### src/rtl/pkt_wr_dispatch_pkg.sv
// Shared definitions for the packet write dispatcher and its FIFO read-side neighbour.
// Holds the state encodings, default sizing, and a saturating counter increment.
package pkt_wr_dispatch_pkg;

  localparam int unsigned NUM_SW_INST = 5;
  localparam int unsigned W_WIDTH     = 8;
  localparam int unsigned CNT_WIDTH   = 16;
  localparam logic [7:0]  ADDR_BASE   = 8'h10;

  localparam logic [1:0] ST_IDLE = 2'd0;
  localparam logic [1:0] ST_FWD  = 2'd1;
  localparam logic [1:0] ST_DROP = 2'd2;

  function automatic logic [CNT_WIDTH-1:0] sat_inc(input logic [CNT_WIDTH-1:0] v);
    return (&v) ? v : v + {{(CNT_WIDTH-1){1'b0}}, 1'b1};
  endfunction

endpackage

### src/rtl/pkt_wr_dispatch_if.sv
// Stream-in / FIFO-write bundle between the unit input port, the dispatcher and the switch FIFOs.
// The slave modport is the dispatcher's view.
interface pkt_wr_dispatch_if #(
  parameter int unsigned W_WIDTH     = 8,
  parameter int unsigned NUM_SW_INST = 5
);
  logic [W_WIDTH-1:0]     data_in;
  logic                   valid_in;
  logic                   sop_in;
  logic                   eop_in;
  logic                   ready_out;
  logic [NUM_SW_INST-1:0] afull;
  logic [NUM_SW_INST-1:0] wr_en;
  logic [W_WIDTH-1:0]     wr_data;

  modport slave (
    input  data_in, valid_in, sop_in, eop_in, afull,
    output ready_out, wr_en, wr_data
  );

  modport master (
    output data_in, valid_in, sop_in, eop_in, afull,
    input  ready_out, wr_en, wr_data
  );
endinterface

### src/rtl/pkt_wr_dispatch_addr_match.sv
// Header-byte decoder: maps an address onto a switch index, with no wrap below ADDR_BASE.
// Also used by the unit-level address decoder.
module addr_match
  import pkt_wr_dispatch_pkg::*;
#(
  parameter int unsigned          W_WIDTH     = pkt_wr_dispatch_pkg::W_WIDTH,
  parameter int unsigned          NUM_SW_INST = pkt_wr_dispatch_pkg::NUM_SW_INST,
  parameter logic [W_WIDTH-1:0]   ADDR_BASE   = pkt_wr_dispatch_pkg::ADDR_BASE,
  parameter int unsigned          IDX_W       = (NUM_SW_INST > 1) ? $clog2(NUM_SW_INST) : 1
) (
  input  logic [W_WIDTH-1:0] hdr,
  output logic               hit,
  output logic [IDX_W-1:0]   hdr_idx
);

  logic [W_WIDTH-1:0] offs;

  always_comb begin
    offs    = hdr - ADDR_BASE;
    hit     = (hdr >= ADDR_BASE) && (offs < W_WIDTH'(NUM_SW_INST));
    hdr_idx = offs[IDX_W-1:0];
  end

endmodule

### src/rtl/pkt_wr_dispatch.sv
// Packet write dispatcher: routes each framed packet to the switch FIFO owning its header address,
// drops unknown-address packets, and reports framing errors.
//
// state   | meaning
// --------+---------------------------------------------
// IDLE    | waiting for a header beat (sop)
// FWD     | forwarding payload to latched dest
// DROP    | discarding payload of a bad-address packet
module pkt_wr_dispatch
  import pkt_wr_dispatch_pkg::*;
#(
  parameter int unsigned        NUM_SW_INST = pkt_wr_dispatch_pkg::NUM_SW_INST,
  parameter int unsigned        W_WIDTH     = pkt_wr_dispatch_pkg::W_WIDTH,
  parameter logic [W_WIDTH-1:0] ADDR_BASE   = pkt_wr_dispatch_pkg::ADDR_BASE
) (
  input  logic                 clk,
  input  logic                 rst,
  pkt_wr_dispatch_if.slave     bus,
  output logic [CNT_WIDTH-1:0] drop_cnt,
  output logic [CNT_WIDTH-1:0] pkt_cnt,
  output logic                 proto_err
);

  localparam int unsigned IDX_W = (NUM_SW_INST > 1) ? $clog2(NUM_SW_INST) : 1;

  logic [1:0]             state_q, state_d;
  logic [IDX_W-1:0]       dest_q, dest_d;
  logic [NUM_SW_INST-1:0] wr_en_q, wr_en_d;
  logic [W_WIDTH-1:0]     wr_data_q, wr_data_d;
  logic [CNT_WIDTH-1:0]   drop_cnt_q, drop_cnt_d;
  logic [CNT_WIDTH-1:0]   pkt_cnt_q, pkt_cnt_d;
  logic                   proto_err_q, proto_err_d;

  logic             hit;
  logic [IDX_W-1:0] hdr_idx;
  logic             ready;
  logic             beat;

  addr_match #(
    .W_WIDTH     (W_WIDTH),
    .NUM_SW_INST (NUM_SW_INST),
    .ADDR_BASE   (ADDR_BASE),
    .IDX_W       (IDX_W)
  ) u_addr_match (
    .hdr     (bus.data_in),
    .hit     (hit),
    .hdr_idx (hdr_idx)
  );

  // A sop beat is always gated by the FIFO it will land in, even when it truncates
  // a packet in FWD/DROP, so a restarted header can never overrun a full FIFO.
  always_comb begin
    ready = 1'b1;
    if (bus.sop_in) begin
      if (hit) ready = !bus.afull[hdr_idx];
    end else if (state_q == ST_FWD) begin
      ready = !bus.afull[dest_q];
    end
  end

  assign beat = bus.valid_in && ready;

  always_comb begin
    state_d     = state_q;
    dest_d      = dest_q;
    wr_en_d     = '0;
    wr_data_d   = wr_data_q;
    drop_cnt_d  = drop_cnt_q;
    pkt_cnt_d   = pkt_cnt_q;
    proto_err_d = 1'b0;

    if (beat) begin
      if (bus.sop_in) begin
        if (state_q == ST_FWD) begin
          proto_err_d = 1'b1;
          pkt_cnt_d   = sat_inc(pkt_cnt_d);
        end else if (state_q == ST_DROP) begin
          proto_err_d = 1'b1;
          drop_cnt_d  = sat_inc(drop_cnt_d);
        end
        if (hit) begin
          dest_d           = hdr_idx;
          wr_en_d[hdr_idx] = 1'b1;
          wr_data_d        = bus.data_in;
          if (bus.eop_in) begin
            pkt_cnt_d = sat_inc(pkt_cnt_d);
            state_d   = ST_IDLE;
          end else begin
            state_d   = ST_FWD;
          end
        end else if (bus.eop_in) begin
          drop_cnt_d = sat_inc(drop_cnt_d);
          state_d    = ST_IDLE;
        end else begin
          state_d    = ST_DROP;
        end
      end else begin
        case (state_q)
          ST_FWD: begin
            wr_en_d[dest_q] = 1'b1;
            wr_data_d       = bus.data_in;
            if (bus.eop_in) begin
              pkt_cnt_d = sat_inc(pkt_cnt_d);
              state_d   = ST_IDLE;
            end
          end
          ST_DROP: begin
            if (bus.eop_in) begin
              drop_cnt_d = sat_inc(drop_cnt_d);
              state_d    = ST_IDLE;
            end
          end
          default: proto_err_d = 1'b1;
        endcase
      end
    end
  end

  always_ff @(posedge clk) begin
    if (rst) begin
      state_q     <= ST_IDLE;
      dest_q      <= '0;
      wr_en_q     <= '0;
      wr_data_q   <= '0;
      drop_cnt_q  <= '0;
      pkt_cnt_q   <= '0;
      proto_err_q <= 1'b0;
    end else begin
      state_q     <= state_d;
      dest_q      <= dest_d;
      wr_en_q     <= wr_en_d;
      wr_data_q   <= wr_data_d;
      drop_cnt_q  <= drop_cnt_d;
      pkt_cnt_q   <= pkt_cnt_d;
      proto_err_q <= proto_err_d;
    end
  end

  assign bus.ready_out = ready;
  assign bus.wr_en     = wr_en_q;
  assign bus.wr_data   = wr_data_q;
  assign drop_cnt      = drop_cnt_q;
  assign pkt_cnt       = pkt_cnt_q;
  assign proto_err     = proto_err_q;

endmodule
### src/flat_wrapper.sv
// flat-port wrapper written by rule: the top's interface ports become plain ports
module pkt_wr_dispatch_flat import pkt_wr_dispatch_pkg::*;
#(
  parameter int unsigned        NUM_SW_INST = pkt_wr_dispatch_pkg::NUM_SW_INST,
  parameter int unsigned        W_WIDTH     = pkt_wr_dispatch_pkg::W_WIDTH,
  parameter logic [W_WIDTH-1:0] ADDR_BASE   = pkt_wr_dispatch_pkg::ADDR_BASE
)
  (clk, rst, drop_cnt, pkt_cnt, proto_err, bus_data_in, bus_valid_in, bus_sop_in, bus_eop_in, bus_afull, bus_ready_out, bus_wr_en, bus_wr_data);
  pkt_wr_dispatch_if #(.W_WIDTH(W_WIDTH), .NUM_SW_INST(NUM_SW_INST)) bus_i ();
  input  logic clk;
  input  logic rst;
  output logic [CNT_WIDTH-1:0] drop_cnt;
  output logic [CNT_WIDTH-1:0] pkt_cnt;
  output logic proto_err;
  input wire logic [$bits(bus_i.data_in)-1:0] bus_data_in;
  input wire logic [$bits(bus_i.valid_in)-1:0] bus_valid_in;
  input wire logic [$bits(bus_i.sop_in)-1:0] bus_sop_in;
  input wire logic [$bits(bus_i.eop_in)-1:0] bus_eop_in;
  input wire logic [$bits(bus_i.afull)-1:0] bus_afull;
  output wire logic [$bits(bus_i.ready_out)-1:0] bus_ready_out;
  output wire logic [$bits(bus_i.wr_en)-1:0] bus_wr_en;
  output wire logic [$bits(bus_i.wr_data)-1:0] bus_wr_data;
  assign bus_i.data_in = bus_data_in;
  assign bus_i.valid_in = bus_valid_in;
  assign bus_i.sop_in = bus_sop_in;
  assign bus_i.eop_in = bus_eop_in;
  assign bus_i.afull = bus_afull;
  assign bus_ready_out = bus_i.ready_out;
  assign bus_wr_en = bus_i.wr_en;
  assign bus_wr_data = bus_i.wr_data;
  pkt_wr_dispatch #(.NUM_SW_INST(NUM_SW_INST), .W_WIDTH(W_WIDTH), .ADDR_BASE(ADDR_BASE)) u_core (.clk(clk), .rst(rst), .bus(bus_i), .drop_cnt(drop_cnt), .pkt_cnt(pkt_cnt), .proto_err(proto_err));
endmodule
### config.mk
export PLATFORM = sky130hd
export DESIGN_NAME = pkt_wr_dispatch_flat
export DESIGN_NICKNAME = d
export VERILOG_FILES = /design/src/rtl/pkt_wr_dispatch_pkg.sv /design/src/rtl/pkt_wr_dispatch_if.sv /design/src/rtl/pkt_wr_dispatch_addr_match.sv /design/src/rtl/pkt_wr_dispatch.sv /design/src/flat_wrapper.sv
export SDC_FILE = /design/constraint.sdc
export NUM_CORES = 1
export LEC_CHECK = 0
export CAP_MARGIN = 25
export CORE_MARGIN = 10
export CORE_UTILIZATION = 59
export CTS_BUF_LIST = sky130_fd_sc_hd__clkbuf_16
export DETAILED_ROUTE_END_ITERATION = 10
export DONT_BUFFER_PORTS = 1
export GPL_ROUTABILITY_DRIVEN = 0
export MAX_ROUTING_LAYER = met4
export PLACE_DENSITY = 0.78
export SYNTH_ARGS = -nofsm -noshare
export SYNTH_HDL_FRONTEND = slang
export SYNTH_SLANG_ARGS = --single-unit
### constraint.sdc
create_clock -name clk -period 3.81 [get_ports clk]
set_input_delay 0.381 -clock clk [delete_from_list [all_inputs] [get_ports clk]]
set_output_delay 0.381 -clock clk [all_outputs]
set_load 0.005 [all_outputs]
# After elaboration in Yosys (flattened, before gate mapping)
# Index checks and enable logic that the tools add are counted.
[totals] regBits=51 input_bits=18 output_inout_bits=47 word_cells=91
[op_classes] addsub=5 n_lt_le_gt_ge=6 n_eq_ne=3 muxes=48 bitwise_logic=1 reduce_logical=21
[op_table] cell="16-bit 2-to-1 mux" count=21
[op_table] cell="16-bit by 1-bit adder with 16-bit output, second input constant" count=4
[op_table] cell="16-bit AND reduction" count=4
[op_table] cell="8-bit 2-to-1 mux" count=3
[op_table] cell="5-bit 2-to-1 mux" count=3
[op_table] cell="3-bit AND reduction" count=5
[op_table] cell="1-bit 2-to-1 mux" count=12
[op_table] cell="2-bit 2-to-1 mux" count=5
[op_table] cell="8-bit by 5-bit >= comparator with 1-bit output, second input constant" count=1
[op_table] cell="3-bit by 4-bit < comparator with 1-bit output, second input constant" count=2
[op_table] cell="8-bit by 3-bit < comparator with 1-bit output, second input constant" count=1
[op_table] cell="2-bit nonzero test" count=4
[op_table] cell="8-bit by 5-bit subtractor with 8-bit output, second input constant" count=1
[op_table] cell="1-bit binary-select mux with 3-bit select" count=2
[op_table] cell="1-bit demux with 3-bit select" count=2
[op_table] cell="3-bit by 1-bit >= comparator with 1-bit output, second input constant" count=2
[op_table] cell="1-bit logical AND" count=4
[op_table] cell="2-bit OR reduction" count=2
[op_table] cell="2-bit by 1-bit equality test with 1-bit output, second input constant" count=1
[op_table] cell="2-bit equality test, second input constant" count=1
[op_table] cell="1-bit logical NOT" count=2
[op_table] cell="2-bit by 1-bit inequality test with 1-bit output, second input constant" count=1
[op_table] cell="1-bit NOT" count=1

# Depth between registers and ports, before layout
[logic_depth] word_depth=13 mapped_depth=19 mapped_depth_nobuf=16

# Cells and area by module
# A second synthesis with hierarchy kept.
[hier_totals] cells_unflattened=737 area_unflattened_um2=5330.1
[modules_own_cells] module="pkt_wr_dispatch" instances=1 cells_per_inst=731 area_each_um2=5290.1 seq_area_each_um2=1021.0
[modules_own_cells] module="addr_match" instances=1 cells_per_inst=6 area_each_um2=40.0 seq_area_each_um2=0.0

# Worst setup path before layout
# No wires, ideal clock.
[synth_timing] path_type="register to register" start="register u_core.drop_cnt_q[1], in the netlist u_core.drop_cnt[1]" end="register u_core.drop_cnt_q[14], in the netlist u_core.drop_cnt[14]" setup_time_ns=0.076 arrival_ns=3.945 required_time_ns=3.734 path_slack_ns=-0.210 path_stages_with_launch=20 n_path_buf=3 synth_period_minus_slack_ns=4.020 cell_sequence="dfxtp_1 ha_1 buf_4 nand3_2 or4_1 buf_4 o21ai_1 clkbuf_1 nand2_1 nand2_1 ha_1 nand3_1 o21bai_1 o31ai_1 o22ai_1 o31a_1 or3_1 nor3_1 mux2_2 o22ai_1"
[synth_between] elab_chain_cells=11 word_cells_on_any_way=15 classes_between="2 x add/sub; 11 x mux; 2 x reduce/logical"
[synth_lines] element="start, declared" line="pkt_wr_dispatch.sv:30" source="logic [CNT_WIDTH-1:0] drop_cnt_q, drop_cnt_d;"
[synth_lines] element="start signal, assigned" line="pkt_wr_dispatch.sv:133" source="drop_cnt_q <= drop_cnt_d;"
[synth_lines] element="16-bit by 1-bit adder with 16-bit output or 16-bit AND reduction (tied branches)" line="pkt_wr_dispatch_pkg.sv:15" source="return (&v) ? v : v + {{(CNT_WIDTH-1){1'b0}}, 1'b1};"
[synth_lines] element="16-bit 2-to-1 mux" line="pkt_wr_dispatch_pkg.sv:15"
[synth_lines] element="16-bit 2-to-1 mux" line="pkt_wr_dispatch.sv:77" source="end else if (state_q == ST_DROP) begin"
[synth_lines] element="16-bit 2-to-1 mux" line="pkt_wr_dispatch.sv:74" source="if (state_q == ST_FWD) begin"
[synth_lines] element="16-bit 2-to-1 mux" line="pkt_wr_dispatch.sv:73" source="if (bus.sop_in) begin"
[synth_lines] element="16-bit 2-to-1 mux" line="pkt_wr_dispatch.sv:72" source="if (beat) begin"
[synth_lines] element="16-bit by 1-bit adder with 16-bit output or 16-bit AND reduction (tied branches)" line="pkt_wr_dispatch_pkg.sv:15"
[synth_lines] element="16-bit 2-to-1 mux" line="pkt_wr_dispatch_pkg.sv:15"
[synth_lines] element="16-bit 2-to-1 mux" line="pkt_wr_dispatch.sv:91" source="end else if (bus.eop_in) begin"
[synth_lines] element="16-bit 2-to-1 mux" line="pkt_wr_dispatch.sv:81" source="if (hit) begin"
[synth_lines] element="16-bit 2-to-1 mux (*)" line="pkt_wr_dispatch.sv:73"
# Every way passes the cells marked *; elsewhere a longest branch is shown, timed or not. The select of a mux whose other input is x is not followed.
# A chain may end at the register's enable or synchronous reset.

# Worst setup path after layout
[layout_timing] start="register u_core.drop_cnt_q[0], in the netlist u_core.drop_cnt[0]" end="register u_core.drop_cnt_q[14], in the netlist u_core.drop_cnt[14]"
# Same word-level chain as after synthesis.

==> key figures <==
Layout
  • Fin area: 5370 sq um
  • # diodes: 0
  • Non-Filler Instances: 799
  • Layout area overhead: 9.21%
  • Filler Cell Count: 705
  • Final #Nets: 718
  • Most frequent cells in the layout: nor2_1, nand2_1, a21oi_1
  • Fraction of layout cells with a size suffix above 1: 13.1%
  • Commonest non-fill, non-tap cell in the layout: nor2_1

Synthesis
  • Synth top area share: 20.8%
  • Syn Nets: 719
  • Syn_area_per_cell: 7.09 sq um
  • Syn Inst Count: 694
  • Post-Syn Area: 4920 sq um
  • Share of synthesized registers carrying an async set or reset: 0%
  • Post-synth top flop: dfxtp_1
  • EDFF count, synth: 0
  • Yosys reg bits: 51
  • Ys Warns: 0
  • Synth area leader: dfxtp_1
  • Yosys cell types: 76
  • Top post-synthesis cells by area: dfxtp_1, a21oi_1, nor2_1
  • Sequential share of the synthesized area: 20.8%

Routing
  • DR vias/cell: 7.20
  • DRT Pass-1 Iters: 6
  • Routed Antenna Nets: 0
  • Routed WL: 16,800 um
  • WL/cell: 21.0 um
  • Via count: 5,752
  • DR iter-0 viols: 653
  • Post-route DRC: 0

Worst setup path
  • Worst flop-to-flop path startpoint: u_core.drop_cnt[0]
  • Endpoint type of the worst setup path: flop
  • Worst setup SP type: flop
  • R2R depth: 15
  • CP Data Required Time: 4.02 ns
  • Critical path fanouts, max: 4
  • Crit. Startpoint: u_core.drop_cnt[0]
  • WP data arrival: 3.86 ns
  • Worst setup path class: flop to flop

Global route
  • GRT Residual Overflow: 0
  • Vias in the first global route: 5,493
  • First-pass GRT wire length: 27,200 um
  • Global Route Usage Sum: 26.2%
  • Initial antenna violation count: 0
  • Largest net degree at the start of global routing: 41

Clock tree
  • TritonCTS clock tree: built
  • Deepest clock path buffer count: 2
  • Clock latency on the worst-skew pair: 0.30 ns
  • H-tree Lvls: 2
  • CTS Sinks: 51
  • Hold Buf Count CTS: 0
  • CTS clk-pin slew, worst paths: 0.08 ns
  • CTS root buf: clkbuf_16
  • CTS Buf Count: 5

Placed design
  • Placed Area: 5160 sq um
  • Post-Place Cells: 788
  • Port Buf Inserts: 0
  • HPWL Detailed: 11,900 um

Floorplanning
  • Chip Width: 111 um
  • Rows: 33
  • # IOs: 65
  • Die ar.: 12,400 sq um
  • Starting Density: 60.2%
  • CORE AREA: 8180 sq um
  • Chip height: 111 um

Timing
  • Max-slew violations: 0
  • Hold slack final: 0.147 ns
  • Final min period: 3.64 ns
  • Fmax: 275 MHz
  • Final Hold Viols: 0
  • Setup violators final: 0
  • Period utilization: 95.6%
  • Worst slew pin tran: 0.928 ns
  • Skew final: 0.00811 ns
  • Slew headroom: 37.9%

Hold path
  • Hold path depth: 1
  • Hold crit path type: input port to flop
  • Hold_sp: rst

Pwr
  • Leakage: 1.91 nW
  • Power Dens Cells: 223 nW/um^2
  • Maximum VDD drop: 0.000211 V

Job
  • Max Cap Viol: 0

Outcome
  • Status: finished, final reports clean
==> layout make-up <==
class	count	area, sq um	area share (%)
multi-input combinational	571	3630	67.5
sequential	51	1020	19.1
timing repair buffer	52	390	7.27
tap	105	131	2.45
clock buffer	5	125	2.33
inverter	12	45.0	0.838
clock inverter	3	28.8	0.536
==> through the flow <==
| step | total power, mW | utilization, % | setup TNS (ns) | setup slack, ns |
|---|---|---|---|---|
| after detailed placement | 0.720 | 63.1 | 0 | 0.194 |
| after global placement | 0.716 | 63.1 | 0 | 0.230 |
| final | 1.20 | 65.7 | 0 | 0.167 |
| after CTS | 1.20 | 65.0 | 0 | 0.180 |
| after floorplan | 0.690 | - | -0.0217 | -0.0217 |
| after global routing | 1.25 | 65.7 | -0.0330 | -0.0233 |
==> layer usage <==
metal	routed length, um	global-route usage [%]	share of wire, %
met2	7840	40.5	47
met1	6000	28.6	36
met5	0	-	0
met3	2020	7.31	12
met4	918	18.1	5.5
==> registers in the layout (all words and copies together), names as in the netlist <==
| name | count |
|---|---|
| u_core.state_q | 2 |
| u_core.drop_cnt | 16 |
| u_core.bus.wr_data | 8 |
| u_core.bus.wr_en | 5 |
| u_core.proto_err | 1 |
| u_core.pkt_cnt | 16 |
| u_core.dest_q | 3 |
==> path summary, 6_finish.rpt <==
kind,endpoint,slack (ns)
hold / removal,u_core.pkt_cnt[15],0.15
setup reg to reg,u_core.drop_cnt[14],0.17
hold reg to reg,u_core.state_q[1],0.51
setup / recovery,u_core.drop_cnt[14],0.17
==> report_power, final <==
| group | switching, mW | total (mW) | internal, mW |
|---|---|---|---|
| clock network | 0.229 | 0.481 | 0.251 |
| logic | 0.0991 | 0.160 | 0.0608 |
| registers | 0.0129 | 0.556 | 0.543 |
==> Yosys cell counts, drive strengths merged, types with 4 or more instances <==
| library cell | number |
|---|---|
| nand4 | 15 |
| a31oi | 21 |
| nor4 | 19 |
| mux2 | 4 |
| o211ai | 5 |
| a21oi | 58 |
| o22a | 4 |
| nand2b | 4 |
| o31ai | 5 |
| o21ai | 42 |
| buf | 18 |
| clkbuf | 42 |
| o32ai | 7 |
| xnor2 | 25 |
| o21a | 4 |
| nand3b | 4 |
| and3 | 17 |
| dfxtp | 51 |
| nand2 | 68 |
| o22ai | 12 |
| and4 | 7 |
| or4 | 7 |
| mux2i | 26 |
| or3 | 4 |
| nand4b | 5 |
| nand3 | 29 |
| o31a | 5 |
| inv | 11 |
| a211oi | 5 |
| ha | 7 |
| nor3 | 27 |
| xor2 | 14 |
| nor2 | 74 |
==> critical path, cell delays in order, from the launching register on <==
cell and delay (ns):
dfxtp_2 0.33, ha_1 0.18, nand3_2 0.10, or4_1 0.54, o21ai_1 0.23, nand2_1 0.09
nand2_1 0.10, ha_1 0.19, nand3_1 0.16, o31ai_2 0.31, o22ai_2 0.13, o31a_1 0.15
or3_1 0.41, nor3_1 0.16, mux2_2 0.35, o22ai_1 0.13
==> repair_timing <==
item,in CTS,in global routing
setup buffers,0,3
resized for setup,0,7
endpoints found under the setup margin,0,12
==> cells by family after synthesis <==
group | Yosys count | share of synthesized area (%)
flip-flops | 51 | 20.8
multiplexers | 30 | 6.21
XOR/XNOR | 39 | 6.94
AND/OR/NAND/NOR | 297 | 32.2
adder cells (fa/ha/maj) | 7 | 1.78
AO/OA/AOI/OAI | 198 | 25.9
buffers and inverters | 72 | 6.21
Note: power is estimated with default switching activity, not from simulation.
